===== config.mk =====
export PLATFORM = sky130hd
export DESIGN_NAME = pe_ctx_loop
export DESIGN_NICKNAME = d
export VERILOG_FILES = /design/src/rtl/pe_ctx_pkg.sv /design/src/rtl/pe_ctx_alu.sv /design/src/rtl/pe_ctx_loop.sv
export SDC_FILE = /design/constraint.sdc
export NUM_CORES = 2
export LEC_CHECK = 0
export CAP_MARGIN = 20
export CORE_MARGIN = 10
export CORE_UTILIZATION = 42
export CTS_BUF_LIST = sky130_fd_sc_hd__clkbuf_8
export CTS_CLUSTER_SIZE = 40
export DETAILED_ROUTE_END_ITERATION = 8
export PLACE_DENSITY_LB_ADDON = 0.12
export SKIP_CTS_REPAIR_TIMING = 1
export SLEW_MARGIN = 30
export SYNTH_ARGS = -nofsm -noshare
export SYNTH_HDL_FRONTEND = slang
export SYNTH_SLANG_ARGS = --single-unit

===== constraint.sdc =====
create_clock -name clk -period 22.3 [get_ports clk]
set_input_delay 6.69 -clock clk [delete_from_list [all_inputs] [get_ports clk]]
set_output_delay 6.69 -clock clk [all_outputs]
set_load 0.01 [all_outputs]

===== src/rtl/pe_ctx_pkg.sv =====
// rtl/pe_ctx_pkg.sv - instruction layout, opcodes and selector encodings for the context-looping PE
package pe_ctx_pkg;

  localparam int INST_W = 24;

  localparam int OP_LSB     = 20;
  localparam int SRCA_LSB   = 17;
  localparam int SRCB_LSB   = 14;
  localparam int OSEL_N_LSB = 12;
  localparam int OSEL_S_LSB = 10;
  localparam int OSEL_W_LSB = 8;
  localparam int OSEL_E_LSB = 6;
  localparam int RF_WE_BIT  = 5;
  localparam int RD_LSB     = 3;
  localparam int RA_LSB     = 1;
  localparam int LAST_BIT   = 0;

  localparam logic [3:0] OP_ADD   = 4'd0;
  localparam logic [3:0] OP_SUB   = 4'd1;
  localparam logic [3:0] OP_AND   = 4'd2;
  localparam logic [3:0] OP_OR    = 4'd3;
  localparam logic [3:0] OP_XOR   = 4'd4;
  localparam logic [3:0] OP_SHL   = 4'd5;
  localparam logic [3:0] OP_SHR   = 4'd6;
  localparam logic [3:0] OP_SRA   = 4'd7;
  localparam logic [3:0] OP_MUL   = 4'd8;
  localparam logic [3:0] OP_EQ    = 4'd9;
  localparam logic [3:0] OP_LTS   = 4'd10;
  localparam logic [3:0] OP_MINS  = 4'd11;
  localparam logic [3:0] OP_MAXS  = 4'd12;
  localparam logic [3:0] OP_PASSA = 4'd13;
  localparam logic [3:0] OP_PASSB = 4'd14;
  localparam logic [3:0] OP_NOP   = 4'd15;

  localparam logic [2:0] SRC_N    = 3'd0;
  localparam logic [2:0] SRC_S    = 3'd1;
  localparam logic [2:0] SRC_W    = 3'd2;
  localparam logic [2:0] SRC_E    = 3'd3;
  localparam logic [2:0] SRC_RES  = 3'd4;
  localparam logic [2:0] SRC_RF   = 3'd5;
  localparam logic [2:0] SRC_ZERO = 3'd6;
  localparam logic [2:0] SRC_ONE  = 3'd7;

  localparam logic [1:0] OSEL_ZERO = 2'd0;
  localparam logic [1:0] OSEL_RES  = 2'd1;
  localparam logic [1:0] OSEL_OPA  = 2'd2;
  localparam logic [1:0] OSEL_RF   = 2'd3;

  typedef struct packed {
    logic [3:0] op;
    logic [2:0] src_a;
    logic [2:0] src_b;
    logic [1:0] osel_n;
    logic [1:0] osel_s;
    logic [1:0] osel_w;
    logic [1:0] osel_e;
    logic       rf_we;
    logic [1:0] rd;
    logic [1:0] ra;
    logic       last;
  } inst_t;

endpackage


===== src/rtl/pe_ctx_alu.sv =====
// rtl/pe_ctx_alu.sv - combinational ALU of the PE, wrap-around arithmetic, shift amount from low bits of b
module pe_ctx_alu
  import pe_ctx_pkg::*;
#(
  parameter int DW = 32
) (
  input  logic [3:0]    op_i,
  input  logic [DW-1:0] a_i,
  input  logic [DW-1:0] b_i,
  output logic [DW-1:0] y_o
);

  localparam int SW = $clog2(DW);

  logic [SW-1:0] sh;
  logic          lts;

  assign sh  = b_i[SW-1:0];
  assign lts = $signed(a_i) < $signed(b_i);

  always_comb begin
    y_o = '0;
    case (op_i)
      OP_ADD:   y_o = a_i + b_i;
      OP_SUB:   y_o = a_i - b_i;
      OP_AND:   y_o = a_i & b_i;
      OP_OR:    y_o = a_i | b_i;
      OP_XOR:   y_o = a_i ^ b_i;
      OP_SHL:   y_o = a_i << sh;
      OP_SHR:   y_o = a_i >> sh;
      OP_SRA:   y_o = $unsigned($signed(a_i) >>> sh);
      OP_MUL:   y_o = a_i * b_i;
      OP_EQ:    y_o = DW'(a_i == b_i);
      OP_LTS:   y_o = DW'(lts);
      OP_MINS:  y_o = lts ? a_i : b_i;
      OP_MAXS:  y_o = lts ? b_i : a_i;
      OP_PASSA: y_o = a_i;
      OP_PASSB: y_o = b_i;
      default:  y_o = '0;
    endcase
  end

endmodule


===== src/rtl/pe_ctx_loop.sv =====
// rtl/pe_ctx_loop.sv - CGRA processing element with a loadable context buffer and hardware looping
module pe_ctx_loop
  import pe_ctx_pkg::*;
#(
  parameter int DW    = 32,
  parameter int DEPTH = 16
) (
  input  logic              clk,
  input  logic              rst,
  input  logic              init,
  input  logic [INST_W-1:0] cfg_inst,
  input  logic              run,
  input  logic              stall,
  input  logic [DW-1:0]     din_N,
  input  logic [DW-1:0]     din_S,
  input  logic [DW-1:0]     din_W,
  input  logic [DW-1:0]     din_E,
  output logic [DW-1:0]     dout_N,
  output logic [DW-1:0]     dout_S,
  output logic [DW-1:0]     dout_W,
  output logic [DW-1:0]     dout_E,
  output logic              cfg_full,
  output logic              loop_done,
  output logic [15:0]       iter_cnt
);

  localparam int PW = $clog2(DEPTH);

  inst_t         buf_q [DEPTH];
  logic [PW:0]   load_ptr_q, load_ptr_d;
  logic [PW-1:0] pc_q, pc_d;
  inst_t         inst_q, inst_d;
  logic          ex_valid_q, ex_valid_d;
  logic          loop_done_q, loop_done_d;
  logic [DW-1:0] res_q, res_d;
  logic [DW-1:0] rf_q [4];
  logic [DW-1:0] rf_d [4];
  logic [15:0]   iter_q, iter_d;

  inst_t         cur;
  logic [PW:0]   last_idx;
  logic          fetch_en, wrap;
  logic [DW-1:0] op_a, op_b, alu_y, rf_ra;

  function automatic logic [DW-1:0] src_mux(input logic [2:0] s, input logic [DW-1:0] n,
                                            input logic [DW-1:0] so, input logic [DW-1:0] w,
                                            input logic [DW-1:0] e, input logic [DW-1:0] r,
                                            input logic [DW-1:0] f);
    case (s)
      SRC_N:   return n;
      SRC_S:   return so;
      SRC_W:   return w;
      SRC_E:   return e;
      SRC_RES: return r;
      SRC_RF:  return f;
      SRC_ONE: return DW'(1);
      default: return '0;
    endcase
  endfunction

  function automatic logic [DW-1:0] out_mux(input logic [1:0] sel, input logic [DW-1:0] r,
                                            input logic [DW-1:0] a, input logic [DW-1:0] f);
    case (sel)
      OSEL_RES: return r;
      OSEL_OPA: return a;
      OSEL_RF:  return f;
      default:  return '0;
    endcase
  endfunction

  assign rf_ra = rf_q[inst_q.ra];
  assign op_a  = src_mux(inst_q.src_a, din_N, din_S, din_W, din_E, res_q, rf_ra);
  assign op_b  = src_mux(inst_q.src_b, din_N, din_S, din_W, din_E, res_q, rf_ra);

  pe_ctx_alu #(.DW(DW)) u_alu (
    .op_i (inst_q.op),
    .a_i  (op_a),
    .b_i  (op_b),
    .y_o  (alu_y)
  );

  // Routing follows the held instruction, so outputs persist while run is low.
  assign dout_N = out_mux(inst_q.osel_n, res_q, op_a, rf_ra);
  assign dout_S = out_mux(inst_q.osel_s, res_q, op_a, rf_ra);
  assign dout_W = out_mux(inst_q.osel_w, res_q, op_a, rf_ra);
  assign dout_E = out_mux(inst_q.osel_e, res_q, op_a, rf_ra);

  assign cfg_full  = (load_ptr_q == (PW+1)'(DEPTH));
  assign loop_done = loop_done_q;
  assign iter_cnt  = iter_q;

  assign cur      = buf_q[pc_q];
  assign last_idx = load_ptr_q - 1'b1;
  assign wrap     = cur.last | ({1'b0, pc_q} == last_idx);
  assign fetch_en = run & ~stall & ~init & (load_ptr_q != '0);

  always_comb begin
    load_ptr_d  = load_ptr_q;
    pc_d        = pc_q;
    inst_d      = inst_q;
    ex_valid_d  = ex_valid_q;
    loop_done_d = 1'b0;
    res_d       = res_q;
    rf_d        = rf_q;
    iter_d      = iter_q;

    // Execute stage uses the pre-update res/rf; no forwarding.
    if (!stall && ex_valid_q && inst_q.op != OP_NOP) begin
      res_d = alu_y;
      if (inst_q.rf_we) rf_d[inst_q.rd] = alu_y;
    end

    if (init) begin
      if (!cfg_full) load_ptr_d = load_ptr_q + 1'b1;
      pc_d       = '0;
      ex_valid_d = 1'b0;
    end else if (stall) begin
      loop_done_d = 1'b0;
    end else if (fetch_en) begin
      inst_d      = cur;
      ex_valid_d  = 1'b1;
      pc_d        = wrap ? '0 : pc_q + 1'b1;
      loop_done_d = wrap;
      iter_d      = iter_q + {15'd0, wrap};
    end else begin
      ex_valid_d = 1'b0;
    end
  end

  always_ff @(posedge clk) begin
    if (rst) begin
      load_ptr_q  <= '0;
      pc_q        <= '0;
      inst_q      <= '0;
      ex_valid_q  <= 1'b0;
      loop_done_q <= 1'b0;
      res_q       <= '0;
      iter_q      <= '0;
      for (int i = 0; i < 4; i++) rf_q[i] <= '0;
      for (int i = 0; i < DEPTH; i++) buf_q[i] <= '0;
    end else begin
      load_ptr_q  <= load_ptr_d;
      pc_q        <= pc_d;
      inst_q      <= inst_d;
      ex_valid_q  <= ex_valid_d;
      loop_done_q <= loop_done_d;
      res_q       <= res_d;
      iter_q      <= iter_d;
      for (int i = 0; i < 4; i++) rf_q[i] <= rf_d[i];
      if (init && !cfg_full) buf_q[load_ptr_q[PW-1:0]] <= cfg_inst;
    end
  end

endmodule


==> reports/metrics.yaml <==
finalCriticalPeriod_ns: 16.72
cts_tree: "yes"
fin_worst_skew_ns: 0.0824
h-tree-depth: 3
postSynth.asyncResetShare: 0
dp_hpwl_um: 178000
finalSetupViolCount: 0
netlist_top_cells_area: "edfxtp_1 20%, fa_1 14%, dfxtp_1 7.4%, mux4_2 6.2%, nand2_1 5.7%"
synthDistinctLibCells: 110
drt_wl_total_um: 252000
cpMostUsedCell: "fa_1"
hold_start: "inst_q[5]"
dieArea_sq_um: 152000
ys_warn_count: 0
gr-total-overflow: 0
drc_errors: 0
multi_input_area_sq_um: 37700
clock_sinks: 598
antenna_left: 0
max_freq_mhz: 59.8
post-synth-top-area-fraction: 0.200
die_x_um: 390
worstPathRequired_ns: 22.97
clk_pin_slew_worst_paths_ns: 0.06
vias: 50600
critPathLaunch: "din_S[5]"
ys.flop_type: "edfxtp_1"
pin_count: 303
hold_viol_final: 0
grt_util_all_layers: 0.322
grt_max_degree: 98
finalCritPeriodShare: 0.750
crit_type: "in -> reg"
io_buffers: 302
fill_cells: 13000
tns_ns: 0
maxCapViolations: 0
ys_seq_area_frac: 0.275
start_util: 0.424
drt-vias-per-instance: 6.16
die_h_um: 390
critPathMaxFanout: 20
syn_nets: 7086
clockBufferDepth: 3
status: "finished, final reports clean"
hp-class: "reg -> reg"
first_iter_violations: 6595
avgSynthCellArea_sq_um: 9.15
antenna_found_initial: 24
core_area_sq_um: 136000
cp_slowest_cell: "nor3_1"
critPathArrivalTime_ns: 17.39
place_congestion: 1.02
clk_latency_ns: 0.84
clockRootBuffer: "clkbuf_8"
worstMarginPinSlew_ns: 1.13
cts_made_buffers: 100
synth_seq_cells: 598
grt_pass1_vias: 49700
synth_top_cell_by_area: "edfxtp_1"
first_pass_iters: 6
rsz0062_at_grt: "false"
wl_per_cell_um: 30.7
whs_path_depth: 2
reg2regPathDepth: 31
end_kind: "flip-flop"
syn-instance-count: 6291
grt_first_pass_wirelength_um: 360000
fp-row-count: 135
synth_edf_count: 384
drive_above_1_share: 0.101
area_growth_syn_to_layout_pct: 11.3
r2r-start: "inst_q[2]"
syn-cell-area_sq_um: 57600
final_nets: 7137
max_stage_delay_ns: 0.81
start_kind: "input port"
maxSlewHeadroom: 0.239
seqCellArea_sq_um: 15900
final_max_slew_viol_count: 0
==> cell usage after synthesis (all sizes together) (71+ instances only) <==
cell type	instances
fa	410
mux4	162
buf	174
a211oi	177
and2	398
nor2	641
o21ai	367
mux2i	283
a21oi	179
nand2	868
clkbuf	332
edfxtp	384
xnor2	71
ha	228
dfxtp	214
inv	514
==> cell type report <==
class / instances / share of cell area
clock buffer: 114 / 0.0245
tap: 1781 / 0.0348
inverter: 530 / 0.0315
timing repair buffer: 455 / 0.0656
multi-input combinational: 4657 / 0.589
clock inverter: 68 / 0.00657
antenna: 8 / 0.000313
sequential: 598 / 0.248
==> path summary, 6_finish.rpt <==
| kind | slack, ns | to |
|---|---|---|
| max | 5.58 | rf_q[60] |
| min | 0.48 | inst_q[5] |
| max reg2reg | 10.34 | rf_q[60] |
| min reg2reg | 0.48 | inst_q[5] |
==> metal layers <==
layer,vias up,wire [um],GRT usage
li1,21700,-,-
met1,25300,107000,0.457
met2,2965,105000,0.465
met3,532,28600,0.0840
met4,18,11100,0.129
met5,-,117,0
==> cell usage in the layout, fill, tap and decap left out, drive strengths merged, types with 26 or more instances in the layout <==
cell and instances:
a211oi 177, a21o 36, a21oi 179, a221oi 33
a31oi 32, and2 398, buf 154, clkbuf 114
clkdlybuf4s50 301, clkinv 45, dfxtp 214, edfxtp 384
fa 410, ha 228, inv 552, mux2 58
mux2i 283, mux4 162, nand2 868, nand2b 41
nand3 53, nor2 641, nor2b 27, nor3 43
o211ai 62, o21ai 367, o221ai 26, o22ai 57
xnor2 71, xor2 37
==> per-stage QoR <==
step	instance area (sq um)	instances	util	worst slack, ns	hold slack, ns
floorplan	57600	6291	-	7.24	0.446
global route	64000	8208	0.471	5.48	0.514
CTS	64000	8203	0.471	5.86	0.478
finish	64000	8211	0.472	5.58	0.475
detailed placement	62000	8021	0.457	5.06	0.470
global placement	61900	8019	0.456	5.19	0.465
==> kinds of logic (layout without fill, tap and decap cells) <==
family                     Yosys count  in the layout  synth area share
muxes                              503            503             0.125
AOI/OAI and AO/OA                 1215           1215             0.142
xor gates and xnor gates           114            114            0.0188
DFF                                598            598             0.275
other                                0              8                 0
buffers and inverters             1036           1167            0.0752
adders and majority gates          638            638             0.192
and+or+nand+nor                   2187           2187             0.172
==> state kept, by name (all words and copies together) (netlist names), named ones only <==
name / cells
inst_q: 23
loop_done: 1
rf_q: 128
buf_q: 384
ex_valid_q: 1
res_q: 32
iter_cnt: 16
load_ptr_q: 5
pc_q: 4
==> critical path, delay by kind of cell <==
family	cells	cell delay, ns
fa+ha+maj	9	4.33
compound gates	6	2.24
simple gates	6	2.07
buf+inv	7	1.80
mux	2	0.19
Power is left out: the tool's default activity adds up to more than one toggle a clock period on the data nets, which glitch-free logic cannot reach.
